**src/rtl/fcvt_pkg.sv**
```systemverilog
// Shared definitions for the float/int converters: rounding modes, float classes
// and the saturation values used when a conversion is invalid.
package fcvt_pkg;

    localparam logic [2:0] RM_RNE = 3'b000;
    localparam logic [2:0] RM_RTZ = 3'b001;
    localparam logic [2:0] RM_RDN = 3'b010;
    localparam logic [2:0] RM_RUP = 3'b011;
    localparam logic [2:0] RM_RMM = 3'b100;

    typedef enum logic [2:0] {
        FC_ZERO,
        FC_SUB,
        FC_NORM,
        FC_INF,
        FC_NAN
    } fclass_e;

    // Returned 64 bits wide; callers truncate to their integer width.
    function automatic logic [63:0] sat_value(input logic is_uns, input logic neg,
                                              input int unsigned int_w);
        logic [63:0] v;
        if (is_uns) begin
            v = neg ? 64'd0 : (64'd1 << int_w) - 64'd1;
        end else begin
            v = (64'd1 << (int_w - 1)) - 64'd1;
            if (neg) v = ~v;
        end
        return v;
    endfunction

endpackage

```
**src/rtl/fcvt_f2i_pipe_if.sv**
```systemverilog
// Operand/result handshake bundle of the float-to-integer converter.
// valid/ready: a transfer happens on a rising edge where valid and ready are both high;
// the source keeps its payload and valid stable until that transfer.
interface fcvt_f2i_pipe_if #(
    parameter int EXP_W = 8,
    parameter int MAN_W = 23,
    parameter int INT_W = 32,
    parameter int TAG_W = 5
);
    logic                   in_valid;
    logic                   in_ready;
    logic [EXP_W+MAN_W:0]   in_a;
    logic [2:0]             in_frm;
    logic                   in_unsigned;
    logic [TAG_W-1:0]       in_tag;
    logic                   out_valid;
    logic                   out_ready;
    logic [INT_W-1:0]       out_d;
    logic                   out_invalid;
    logic                   out_inexact;
    logic [TAG_W-1:0]       out_tag;

    modport master (
        output in_valid, in_a, in_frm, in_unsigned, in_tag, out_ready,
        input  in_ready, out_valid, out_d, out_invalid, out_inexact, out_tag
    );

    modport slave (
        input  in_valid, in_a, in_frm, in_unsigned, in_tag, out_ready,
        output in_ready, out_valid, out_d, out_invalid, out_inexact, out_tag
    );
endinterface

```
**src/rtl/fcvt_round.sv**
```systemverilog
// Rounding increment decision on a sign/magnitude value; shared by the f2i and f2f converters.
module fcvt_round
    import fcvt_pkg::*;
(
    input  logic [2:0] i_frm,
    input  logic       i_sign,
    input  logic       i_lsb,
    input  logic       i_guard,
    input  logic       i_sticky,
    output logic       o_inc
);
    // Reserved encodings fall into the default branch and truncate like RTZ.
    always_comb begin
        o_inc = 1'b0;
        case (i_frm)
            RM_RNE:  o_inc = i_guard & (i_sticky | i_lsb);
            RM_RDN:  o_inc = i_sign & (i_guard | i_sticky);
            RM_RUP:  o_inc = ~i_sign & (i_guard | i_sticky);
            RM_RMM:  o_inc = i_guard;
            default: o_inc = 1'b0;
        endcase
    end
endmodule

```
**src/rtl/fcvt_f2i_pipe.sv**
```systemverilog
// Three-stage float-to-integer converter (classify, align, round/range) with a
// single global stall; results carry the caller tag and RISC-V NV/NX flags.
module fcvt_f2i_pipe
    import fcvt_pkg::*;
#(
    parameter int EXP_W = 8,
    parameter int MAN_W = 23,
    parameter int INT_W = 32,
    parameter int TAG_W = 5
) (
    input logic            clk,
    input logic            rst,
    fcvt_f2i_pipe_if.slave bus
);
    localparam int BIAS  = (1 << (EXP_W - 1)) - 1;
    localparam int SH_W  = $clog2(INT_W + 1);
    localparam int SIG_W = MAN_W + 1;
    localparam int FB    = MAN_W + 1;
    localparam int XW    = INT_W + 1 + FB;
    localparam logic [INT_W:0] MAX_POS_S = {2'b00, {(INT_W-1){1'b1}}};
    localparam logic [INT_W:0] MAX_NEG_S = {2'b01, {(INT_W-1){1'b0}}};

    logic w_en;
    logic r_out_valid;
    assign w_en         = ~r_out_valid | bus.out_ready;
    assign bus.in_ready = w_en;

    // Stage 1: classify
    logic             w_sign;
    logic [EXP_W-1:0] w_exp;
    logic [MAN_W-1:0] w_frac;
    fclass_e          w_cls;
    int               w_e;
    logic             w_big, w_tiny;
    assign {w_sign, w_exp, w_frac} = bus.in_a;

    always_comb begin
        w_cls = FC_NORM;
        if (w_exp == '0)      w_cls = (w_frac == '0) ? FC_ZERO : FC_SUB;
        else if (w_exp == '1) w_cls = (w_frac == '0) ? FC_INF : FC_NAN;
        w_e    = (w_exp == '0) ? (1 - BIAS) : (int'(w_exp) - BIAS);
        w_big  = (w_cls == FC_INF) || ((w_cls == FC_NORM) && (w_e >= INT_W));
        w_tiny = (w_e < -1);
    end

    logic             r1_valid, r1_sign, r1_uns, r1_big, r1_tiny;
    logic [2:0]       r1_frm;
    logic [TAG_W-1:0] r1_tag;
    fclass_e          r1_cls;
    logic [SIG_W-1:0] r1_sig;
    logic [SH_W-1:0]  r1_sh;

    // Stage 2: align so the value is scaled by 2^FB; guard is the first fraction bit.
    logic [XW-1:0]    w_x;
    logic [INT_W:0]   w_mag;
    logic             w_guard, w_sticky;
    always_comb begin
        w_x      = XW'(r1_sig) << r1_sh;
        w_mag    = r1_tiny ? '0 : w_x[XW-1:FB];
        w_guard  = r1_tiny ? 1'b0 : w_x[FB-1];
        w_sticky = r1_tiny ? (|r1_sig) : (|w_x[FB-2:0]);
    end

    logic             r2_valid, r2_sign, r2_uns, r2_big, r2_nan, r2_guard, r2_sticky;
    logic [2:0]       r2_frm;
    logic [TAG_W-1:0] r2_tag;
    logic [INT_W:0]   r2_mag;

    // Stage 3: round, range-check, saturate
    logic             w_inc, w_in_range, w_invalid, w_nx;
    logic [INT_W:0]   w_m;
    logic [INT_W-1:0] w_sat, w_res, w_d;

    fcvt_round u_round (
        .i_frm    (r2_frm),
        .i_sign   (r2_sign),
        .i_lsb    (r2_mag[0]),
        .i_guard  (r2_guard),
        .i_sticky (r2_sticky),
        .o_inc    (w_inc)
    );

    always_comb begin
        w_m = r2_mag + (INT_W+1)'(w_inc);
        if (r2_uns) w_in_range = r2_sign ? (w_m == '0) : ~w_m[INT_W];
        else        w_in_range = r2_sign ? (w_m <= MAX_NEG_S) : (w_m <= MAX_POS_S);
        w_invalid = r2_nan | r2_big | ~w_in_range;
        w_sat     = INT_W'(sat_value(r2_uns, r2_sign & ~r2_nan, INT_W));
        w_res     = r2_sign ? -w_m[INT_W-1:0] : w_m[INT_W-1:0];
        w_d       = w_invalid ? w_sat : w_res;
        w_nx      = ~w_invalid & (r2_guard | r2_sticky);
    end

    logic [INT_W-1:0] r_out_d;
    logic             r_out_nv, r_out_nx;
    logic [TAG_W-1:0] r_out_tag;

    always_ff @(posedge clk) begin
        if (rst) begin
            r1_valid    <= 1'b0;
            r2_valid    <= 1'b0;
            r_out_valid <= 1'b0;
            r_out_d     <= '0;
            r_out_nv    <= 1'b0;
            r_out_nx    <= 1'b0;
            r_out_tag   <= '0;
        end else if (w_en) begin
            r1_valid    <= bus.in_valid;
            r2_valid    <= r1_valid;
            r_out_valid <= r2_valid;
            if (r2_valid) begin
                r_out_d   <= w_d;
                r_out_nv  <= w_invalid;
                r_out_nx  <= w_nx;
                r_out_tag <= r2_tag;
            end
        end
    end

    always_ff @(posedge clk) begin
        if (w_en) begin
            r1_sign   <= w_sign;
            r1_uns    <= bus.in_unsigned;
            r1_frm    <= bus.in_frm;
            r1_tag    <= bus.in_tag;
            r1_cls    <= w_cls;
            r1_big    <= w_big;
            r1_tiny   <= w_tiny;
            r1_sig    <= {(w_exp != '0), w_frac};
            r1_sh     <= SH_W'(w_e + 1);
            r2_sign   <= r1_sign;
            r2_uns    <= r1_uns;
            r2_frm    <= r1_frm;
            r2_tag    <= r1_tag;
            r2_big    <= r1_big;
            r2_nan    <= (r1_cls == FC_NAN);
            r2_mag    <= w_mag;
            r2_guard  <= w_guard;
            r2_sticky <= w_sticky;
        end
    end

    assign bus.out_valid   = r_out_valid;
    assign bus.out_d       = r_out_d;
    assign bus.out_invalid = r_out_nv;
    assign bus.out_inexact = r_out_nx;
    assign bus.out_tag     = r_out_tag;
endmodule

```
**src/flat_wrapper.sv**
```systemverilog
// flat-port wrapper written by rule: the top's interface ports become plain ports
module fcvt_f2i_pipe_flat import fcvt_pkg::*;
#(
    parameter int EXP_W = 8,
    parameter int MAN_W = 23,
    parameter int INT_W = 32,
    parameter int TAG_W = 5
)
  (clk, rst, bus_in_valid, bus_in_a, bus_in_frm, bus_in_unsigned, bus_in_tag, bus_out_ready, bus_in_ready, bus_out_valid, bus_out_d, bus_out_invalid, bus_out_inexact, bus_out_tag);
  fcvt_f2i_pipe_if #(.EXP_W(EXP_W), .MAN_W(MAN_W), .INT_W(INT_W), .TAG_W(TAG_W)) bus_i ();
  input logic clk;
  input logic rst;
  input wire logic [$bits(bus_i.in_valid)-1:0] bus_in_valid;
  input wire logic [$bits(bus_i.in_a)-1:0] bus_in_a;
  input wire logic [$bits(bus_i.in_frm)-1:0] bus_in_frm;
  input wire logic [$bits(bus_i.in_unsigned)-1:0] bus_in_unsigned;
  input wire logic [$bits(bus_i.in_tag)-1:0] bus_in_tag;
  input wire logic [$bits(bus_i.out_ready)-1:0] bus_out_ready;
  output wire logic [$bits(bus_i.in_ready)-1:0] bus_in_ready;
  output wire logic [$bits(bus_i.out_valid)-1:0] bus_out_valid;
  output wire logic [$bits(bus_i.out_d)-1:0] bus_out_d;
  output wire logic [$bits(bus_i.out_invalid)-1:0] bus_out_invalid;
  output wire logic [$bits(bus_i.out_inexact)-1:0] bus_out_inexact;
  output wire logic [$bits(bus_i.out_tag)-1:0] bus_out_tag;
  assign bus_i.in_valid = bus_in_valid;
  assign bus_i.in_a = bus_in_a;
  assign bus_i.in_frm = bus_in_frm;
  assign bus_i.in_unsigned = bus_in_unsigned;
  assign bus_i.in_tag = bus_in_tag;
  assign bus_i.out_ready = bus_out_ready;
  assign bus_in_ready = bus_i.in_ready;
  assign bus_out_valid = bus_i.out_valid;
  assign bus_out_d = bus_i.out_d;
  assign bus_out_invalid = bus_i.out_invalid;
  assign bus_out_inexact = bus_i.out_inexact;
  assign bus_out_tag = bus_i.out_tag;
  fcvt_f2i_pipe #(.EXP_W(EXP_W), .MAN_W(MAN_W), .INT_W(INT_W), .TAG_W(TAG_W)) u_core (.clk(clk), .rst(rst), .bus(bus_i));
endmodule
```
**config.mk**
```make
export PLATFORM = sky130hd
export DESIGN_NAME = fcvt_f2i_pipe_flat
export DESIGN_NICKNAME = d
export VERILOG_FILES = /design/src/rtl/fcvt_pkg.sv /design/src/rtl/fcvt_f2i_pipe_if.sv /design/src/rtl/fcvt_round.sv /design/src/rtl/fcvt_f2i_pipe.sv /design/src/flat_wrapper.sv
export SDC_FILE = /design/constraint.sdc
export NUM_CORES = 1
export LEC_CHECK = 0
export CAP_MARGIN = 0
export CORE_UTILIZATION = 45
export DETAILED_ROUTE_END_ITERATION = 10
export PLACE_DENSITY = 0.61
export REMOVE_ABC_BUFFERS = 1
export SLEW_MARGIN = 5
export SYNTH_ARGS = -nofsm -noshare
export SYNTH_HDL_FRONTEND = slang
export SYNTH_SLANG_ARGS = --single-unit
```
**constraint.sdc**
```tcl
create_clock -name clk -period 15.59 [get_ports clk]
set_clock_uncertainty 0.1 [all_clocks]
set_input_delay 3.118 -clock clk [delete_from_list [all_inputs] [get_ports clk]]
set_output_delay 3.118 -clock clk [all_outputs]
set_load 0.01 [all_outputs]
```
== After elaboration in Yosys (flattened, before gate mapping) ==
Cells that the tools add are included.

* Bits of input ports: 45
* Flip-flop bits (word level): 134
* Logic and storage cells: 82
* Output and inout bits: 41

* $lt $le $gt $ge: 4
* Mux-type cells: 15
* Equal/unequal tests: 7
* Reduce and logical (&&, ||, !) cells: 10
* Bitwise gates (word level): 16
* $add $sub $neg: 4
* Shifts and indexed selects: 1

{| class="wikitable"
|+ Operators by type and width
! kind !! number
|-
| 32-bit 2-to-1 mux || 6
|-
| 24-bit by 6-bit << shifter with 57-bit output || 1
|-
| 33-bit by 1-bit adder with 33-bit output || 1
|-
| 33-bit by 31-bit <= comparator with 1-bit output, second input constant || 1
|-
| 33-bit by 32-bit <= comparator with 1-bit output, second input constant || 1
|-
| 33-bit logical NOT || 1
|-
| 32-bit by 7-bit greater-or-equal comparator with 1-bit output, second input constant || 1
|-
| 32-bit by 1-bit < comparator with 1-bit output, second input constant || 1
|-
| 32-bit negation || 1
|-
| 24-bit OR reduction || 1
|-
| 23-bit logical NOT || 1
|-
| 23-bit OR reduction || 1
|-
| 3-bit by 2-bit == test with 1-bit output, second input constant || 4
|-
| 3-bit 2-to-1 mux || 3
|-
| 8-bit by 7-bit subtractor with 9-bit output, second input constant || 1
|-
| 8-bit == test, second input constant || 1
|-
| 8-bit logical NOT || 1
|-
| 8-bit nonzero test || 1
|-
| 6-bit by 2-bit adder with 6-bit output, second input constant || 1
|-
| 3-bit == test, second input constant || 2
|-
| 1-bit inverter || 6
|-
| 1-bit AND || 5
|-
| 1-bit 2-to-1 mux || 5
|-
| 1-bit OR || 5
|-
| 5 further kinds || 5
|}

== Longest topological paths before layout ==
Gate-level depths: netlist of the first run.

* Depth after elaboration: 11
* Mapped depth: 20
* Mapped depth without buffers: 16

== Hierarchy ==
Synthesis of the first run repeated with hierarchy kept, for this count alone.

* Cell total of the unflattened synthesis: 901
* Area, all modules: 8642.0 µm²

{| class="wikitable"
|+ By module, submodules not included
! module !! area each (µm²) !! cells each !! sequential area each (µm²) !! times used
|-
| fcvt_f2i_pipe || 8599.5 || 895 || 3603.5 || 1
|-
| fcvt_round || 42.5 || 6 || 0.0 || 1
|}

== Worst setup path before layout of the first run ==
No wires, ideal clock.

* Kind: input port to output port
* Start: input port bus_out_ready
* End: output port bus_in_ready
* Arrival time: 5.934 ns
* Setup slack: 6.438 ns
* Stages on the path: 2
* Required time: 12.372 ns
* Path buffers: 1
* Cell sequence: nand2b_1 clkbuf_1

* Cells in the longest elaborated chain, start to end: 1

{| class="wikitable"
|+ RTL lines
! element !! RTL line !! source
|-
| from (decl) || flat_wrapper.sv:18 || <nowiki>input wire logic [$bits(bus_i.out_ready)-1:0] bus_out_ready;</nowiki>
|-
| 1-bit OR || fcvt_f2i_pipe.sv:25 || <nowiki>assign w_en = ~r_out_valid | bus.out_ready;</nowiki>
|-
| to (decl) || flat_wrapper.sv:19 || <nowiki>output wire logic [$bits(bus_i.in_ready)-1:0] bus_in_ready;</nowiki>
|}

Every way passes these cells.

== Worst setup path in the final report of the first run ==
Same ends and word-level chain as after synthesis.

==> out/results.ini, run 1 <==
[floorplanning]
row_count=50
die_w_um=141.4
fp.dieH_um=141.4
core-area_um2=18890
die_area_um2=19980
ios=86
initial_core_util_pct=46.26

[routing]
drtIter0Drc=643
drtAntennaViolNets=0
drt-total-wl_um=21900
drcViolationCount=0
wl_per_cell_um=17.55
viasPerCell=5.723
num_vias=7142
drt-pass1-iter-count=6

[synth]
synthFlopType=edfxtp_1
yosysWarnings=0
ys_types=83
syn-cell-area_um2=8740
syn_area_per_cell_um2=9.438
synth_area_leaders=edfxtp_1, dfxtp_1, mux2i_1
synth.largest_area_cell=edfxtp_1
ys_seq_area_share_pct=41.23
synth_edf_count=92
synth_top_area_share_pct=31.61
synth_seq_cells=134
synthCells=926
ys_async_sr_fraction_pct=0

[finish]
area_growth_pct=17.64
layout-drive-gt1-share_pct=11.03
diodes=0
layout_common_cells=nand2_1, edfxtp_1, clkdlybuf4s50_1
stdcell_count=1248
layout_commonest_cell=nand2_1
final_nets=1027
final_area_um2=10280

[worst_setup_path]
start_kind=input pin
crit_top_cell=clkdlybuf4s50_1
endpoint_kind=output port
crit_fanout=10
cp_cell_sequence=clkdlybuf4s50_1 > nand2b_4 > clkdlybuf4s50_1
crit_start=bus_out_ready
critPathBufInv=2
criticalPathCategory=input pin to output port
cp.required_ns=12.37
crit_family=buffers and inverters
arrival_ns=4.36
r2r-start=u_core.r2_sign$_DFFE_PN_
rr_worst_depth=16
cpMaxStageDelayCell=clkdlybuf4s50_1
worstReg2RegEnd=u_core.bus.out_d[9]$_SDFFE_PP0P_
slowest_delay_ns=0.60
r2r_slack_ns=9.24

[clock_network]
postCtsHoldBufs=0
cts_resized=0
clk_path_buf_depth=2
cts_tree=done
cts.sink_count=134
numCtsBuffers=17
clk_pin_slew_worst_paths_ns=0.07
h-tree-depth=4
post_cts_buffers=0
clock_latency_ns=0.43
cts_root_buffer=clkbuf_16

[global_routing]
antenna_found_initial=0
grt_max_degree=91
grt_overflow=0
track_usage_pct=22.95
grt_pass1_wl_um=35890
grt_pass1_vias=6725

[sta]
hold_violations=0
finalCritPeriodShare_pct=48.62
worst_pin_slew_ns=1.134
slew_violations=0
post-route-min-period_ns=7.580
grt_setup_unrepaired=no
relSlewSlack_pct=24.40
setup-tns-final_ns=0
fmax_mhz=131.9
finalSetupViolCount=0

[placement]
dp.final_hpwl_um=16230
placed_cell_area_um2=9677
place.gp.congestion=0.9215
dp.cells=1216
io_buffers=85

[worst_hold_path]
worstHoldStart=u_core.r1_frm[1]$_DFFE_PN_
worstHoldPathCells=0
hold_end=u_core.r2_frm[1]$_DFFE_PN_
hold_path_class=register to register

[run]
max_cap_viol_count=0

[power]
cellPowerDensity_nw_per_um2=111.1
pwr-share-comb_pct=24.9
power.internal_w=0.0007639
power_frac_clock_pct=35.6
peakVddDrop_mv=0.07866
switching_share_pct=33.15
p_switching_w=0.0003788
sequentialPowerShare_pct=39.5
p_leak_nw=3.571

[run_status]
outcome=completed

[cells in the mapped netlist, types with 4 or more instances]
| library cell | count |
|---|---|
| mux4_2 | 5 |
| buf_1 | 5 |
| and2_1 | 10 |
| nor4_4 | 4 |
| a21oi_2 | 21 |
| a22oi_1 | 30 |
| and4_1 | 7 |
| nand3_1 | 22 |
| o21ai_0 | 49 |
| mux2i_1 | 42 |
| and3_1 | 9 |
| or2_2 | 4 |
| o31ai_1 | 5 |
| inv_1 | 13 |
| ha_1 | 7 |
| a211oi_1 | 4 |
| mux2_2 | 16 |
| or3_1 | 5 |
| clkbuf_1 | 39 |
| a31oi_1 | 7 |
| nor2b_1 | 8 |
| nand2_1 | 98 |
| or4_1 | 7 |
| nor4_1 | 22 |
| nand4_1 | 18 |
| nor3_1 | 29 |
| nor2_1 | 78 |
| dfxtp_1 | 42 |
| xnor2_1 | 40 |
| xor2_1 | 25 |
| nand2b_1 | 17 |
| o22ai_1 | 11 |
| buf_2 | 9 |
| o22a_1 | 6 |
| buf_4 | 6 |
| edfxtp_1 | 92 |
| a21oi_1 | 45 |
[power by group through the flow]
stage	sequential, W	clock [W]	combinational (W)
final	0.000451	0.000407	0.000285
after global routing	0.000456	0.000433	0.000314
after CTS	0.000450	0.000416	0.000284
after detailed placement	0.000458	0	0.000282
after global placement	0.000457	0	0.000282
after floorplan	0.000458	0	0.000188
[metrics by stage]
stage                     power (W)  hold WS (ns)  setup WS [ns]  utilization [%]
final                      0.001143        0.3203          8.010            54.42
after global routing       0.001202        0.3265          7.937            54.42
after CTS                  0.001150        0.3211          7.989            54.42
after detailed placement  0.0007405        0.3045          8.003            51.22
after global placement    0.0007394        0.3017          7.993            51.22
after floorplan           0.0006464        0.3003          6.835                -
[flip-flops by register name (all words and copies together) (netlist names), 3 cells and up]
signal and count:
u_core.r2_tag 5, u_core.bus.out_d 32, u_core.r2_frm 3, u_core.bus.out_tag 5
u_core.r1_cls 3, u_core.r2_mag 33, u_core.r1_frm 3, u_core.r1_tag 5
u_core.r1_sig 24, u_core.r1_sh 6
[how the worst max path moves through the flow]
stage                               to  slack [ns]  depth (start not counted)
after floorplan           bus_in_ready        6.83                          1
after global placement    bus_in_ready        7.99                          3
after detailed placement  bus_in_ready        8.00                          3
after CTS                 bus_in_ready        7.99                          3
after global routing      bus_in_ready        7.94                          3
final                     bus_in_ready        8.01                          3
[logic make-up (layout without fill, tap and decap cells)]
kind of cell	Yosys count	in the layout	share of synthesized area, %
adders and majority gates	7	7	1.002
buffers and inverters	77	139	4.051
and+or+nand+nor	362	362	22.08
muxes	63	63	8.160
xor gates and xnor gates	67	67	6.886
DFF	134	134	41.23
AOI/OAI and AO/OA	216	216	16.59
[area by class of cell]
type,instances,area (um^2)
flip-flops and latches,134,3603
fillers,1741,8612
inverters,14,52.55
clock buffers,17,425.4
well taps,260,325.3
repair buffers,93,905.9
clock inverters,15,178.9
multi-input cells,715,4790
[metal layers]
layer  wire, um  global-route usage [%]
met1       9972                   30.16
met2      10250                   36.56
met3        963                   4.455
met4        713                   10.58
met5          0                       0
No activity file was read; power rests on OpenSTA's default activity.
==> inputs of run 2 (changes only) <==
--- a/config.mk
+++ b/config.mk
@@ -8,7 +8,7 @@
 export CAP_MARGIN = 0
 export CORE_UTILIZATION = 45
 export DETAILED_ROUTE_END_ITERATION = 10
-export PLACE_DENSITY = 0.61
+export PLACE_DENSITY = 0.64
 export REMOVE_ABC_BUFFERS = 1
 export SLEW_MARGIN = 5
 export SYNTH_ARGS = -nofsm -noshare
==> constraint.sdc (replaced) <==
create_clock -name clk -period 6.55 [get_ports clk]
set_clock_uncertainty 0.1 [all_clocks]
set_input_delay 1.31 -clock clk [delete_from_list [all_inputs] [get_ports clk]]
set_output_delay 1.31 -clock clk [all_outputs]
set_load 0.01 [all_outputs]
==> out/results.ini, run 2 (same netlist as run 1, synthesis figures left out) <==
[clock_network]
h-tree-depth=4  ; unchanged
cts_root_buffer=clkbuf_16  ; unchanged
numCtsBuffers=17  ; unchanged
postCtsHoldBufs=0  ; unchanged
cts_resized=0  ; unchanged
clk_path_buf_depth=2  ; unchanged
cts.sink_count=134  ; unchanged
clk_pin_slew_worst_paths_ns=0.06  ; was 0.07 ns
cts_tree=done  ; unchanged
post_cts_buffers=0  ; unchanged
clock_latency_ns=0.44  ; was 0.43 ns

[power]
p_leak_nw=3.560  ; was 3.571 nW
finalPower_w=0.002723  ; was 0.001143 W
peakVddDrop_mv=0.1790  ; was 0.07866 mV
cellPowerDensity_nw_per_um2=265.2  ; was 111.1 nW/um^2

[sta]
finalSetupViolCount=0  ; unchanged
worst_pin_slew_ns=1.022  ; was 1.134 ns
fmax_mhz=170.1
post-route-min-period_ns=5.877
worst_slack_ns=0.6726  ; was 8.010 ns
grt_setup_unrepaired=no  ; unchanged
setup-tns-final_ns=0  ; unchanged
finalCritPeriodShare_pct=89.73
fin_hold_ws_ns=0.3185  ; was 0.3203 ns
hold_violations=0  ; unchanged
slew_violations=0  ; unchanged
relSlewSlack_pct=31.86  ; was 24.40%

[routing]
viasPerCell=5.839  ; was 5.723
drcViolationCount=0  ; unchanged
drt-total-wl_um=22000  ; was 21900 um
num_vias=7293  ; was 7142
drt-pass1-iter-count=6  ; unchanged
drtAntennaViolNets=0  ; unchanged
wl_per_cell_um=17.62  ; was 17.55 um
drtIter0Drc=679  ; was 643

[finish]
top_register=u_core.r2_mag  ; unchanged
layout-drive-gt1-share_pct=11.12  ; was 11.03%
final_nets=1028  ; was 1027
ff_latch_area_um2=3603  ; unchanged
multi_input_area_um2=4790  ; unchanged
diodes=0  ; unchanged
layout_common_cells=nand2_1, edfxtp_1, clkdlybuf4s50_1  ; unchanged
stdcell_count=1249  ; was 1248
largest_reg_flops=33  ; unchanged
area_growth_pct=17.47  ; was 17.64%
layout_commonest_cell=nand2_1  ; unchanged
fill_cells=1769  ; was 1741

[global_routing]
grt_max_degree=54  ; was 91
grt_pass1_wl_um=34900  ; was 35890 um
grt_pass1_vias=6644  ; was 6725
antenna_found_initial=0  ; unchanged
grt_overflow=0  ; unchanged
track_usage_pct=22.48  ; was 22.95%

[worst_setup_path]
criticalPathCategory=register to register  ; was input pin to output port
crit_fanout=33  ; was 10
cp.required_ns=6.78  ; was 12.37 ns
cp_cell_sequence=mux2_2 > o32a_1 > nor2_1 > ha_1 > ha_1 > nand3_1 > or4_1 > nor4_4 > xor2_2 > a211oi_4 > a41oi_1 > a311o_2 > a21oi_4 > a21oi_1 > and3b_1  ; was clkdlybuf4s50_1 > nand2b_4 > clkdlybuf4s50_1
slowest_delay_ns=0.82  ; was 0.60 ns
crit_top_cell=ha_1  ; was clkdlybuf4s50_1
cpMaxStageDelayCell=or4_1  ; was clkdlybuf4s50_1
start_kind=register  ; was input pin
endpoint_kind=register  ; was output port
arrival_ns=6.10  ; was 4.36 ns

[floorplanning]
initial_core_util_pct=46.26  ; unchanged
ios=86  ; unchanged
fp.dieH_um=141.4  ; unchanged
die_area_um2=19980  ; unchanged
core-area_um2=18890  ; unchanged
row_count=50  ; unchanged
die_w_um=141.4  ; unchanged

[placement]
place.gp.congestion=0.9331  ; was 0.9215
dp.cells=1217  ; was 1216
dpl_worst_slack_ns=0.7021  ; was 8.003 ns
io_buffers=85  ; unchanged
dp.final_hpwl_um=16160  ; was 16230 um

[worst_hold_path]
hold_path_class=register to register  ; unchanged

[run]
max_cap_viol_count=0  ; unchanged

[run_status]
outcome=completed  ; unchanged

run 2: changes by cell type in the layout (fill, tap and decap cells not counted):
cell        before  now
buf_4            8    9
clkinv_8         2    0
clkinvlp_4       1    3
inv_6            4    6
inv_8            5    3
run 2: stage by stage:
| step | utilization, % | area, um^2 |
|---|---|---|
| after floorplan | - | 8438 |
| after global placement | 51.26 | 9684 |
| after detailed placement | 51.26 | 9684 |
| after CTS | 54.34 | 10270 |
| after global routing | 54.34 | 10270 |
| final | 54.34 | 10270 |
run 2: layer usage:
| layer | GRT usage [%] | vias to the layer above | wire length [um] |
|---|---|---|---|
| li1 | - | 3559 | - |
| met1 | 28.94 | 3477 | 10040 |
| met2 | 36.45 | 207 | 10410 |
| met3 | 3.949 | 50 | 807 |
| met4 | 11.21 | 0 | 754 |
| met5 | 0 | - | 0 |
run 2: worst paths after layout:
check	startpoint	endpoint	slack (ns)	cells past startpoint
max reg2reg	u_core.r2_sign$_DFFE_PN_	u_core.bus.out_d[2]$_SDFFE_PP0P_	0.67	15
min reg2reg	u_core.r1_tag[1]$_DFFE_PN_	u_core.r2_tag[1]$_DFFE_PN_	0.32	0
min	u_core.r1_tag[1]$_DFFE_PN_	u_core.r2_tag[1]$_DFFE_PN_	0.32	0
max	u_core.r2_sign$_DFFE_PN_	u_core.bus.out_d[2]$_SDFFE_PP0P_	0.67	15
run 2: layout make-up:
type,instances,area share [%]
multi-input cells,715,46.65
flip-flops and latches,134,35.10
repair buffers,94,8.897
clock buffers,17,4.144
well taps,260,3.169
clock inverters,15,1.523
inverters,14,0.5119
run 2: where the power goes:
part | total [W] | leakage (nW) | internal (W) | switching [W]
registers | 0.00107 | 1.36 | 0.000982 | 0.0000911
clock network | 0.000966 | 0.278 | 0.000538 | 0.000428
logic | 0.000684 | 1.93 | 0.000289 | 0.000395
total | 0.00272 | 3.56 | 0.00181 | 0.000914
run 2: critical path: cells and delay by family, from the launching register on:
family	cells	cell delay, ns
AOI/OAI and AO/OA	6	2.17
xor gates and xnor gates	1	0.18
adders and majority gates	2	0.69
DFF	1	0.35
muxes	1	0.33
and+or+nand+nor	5	1.93
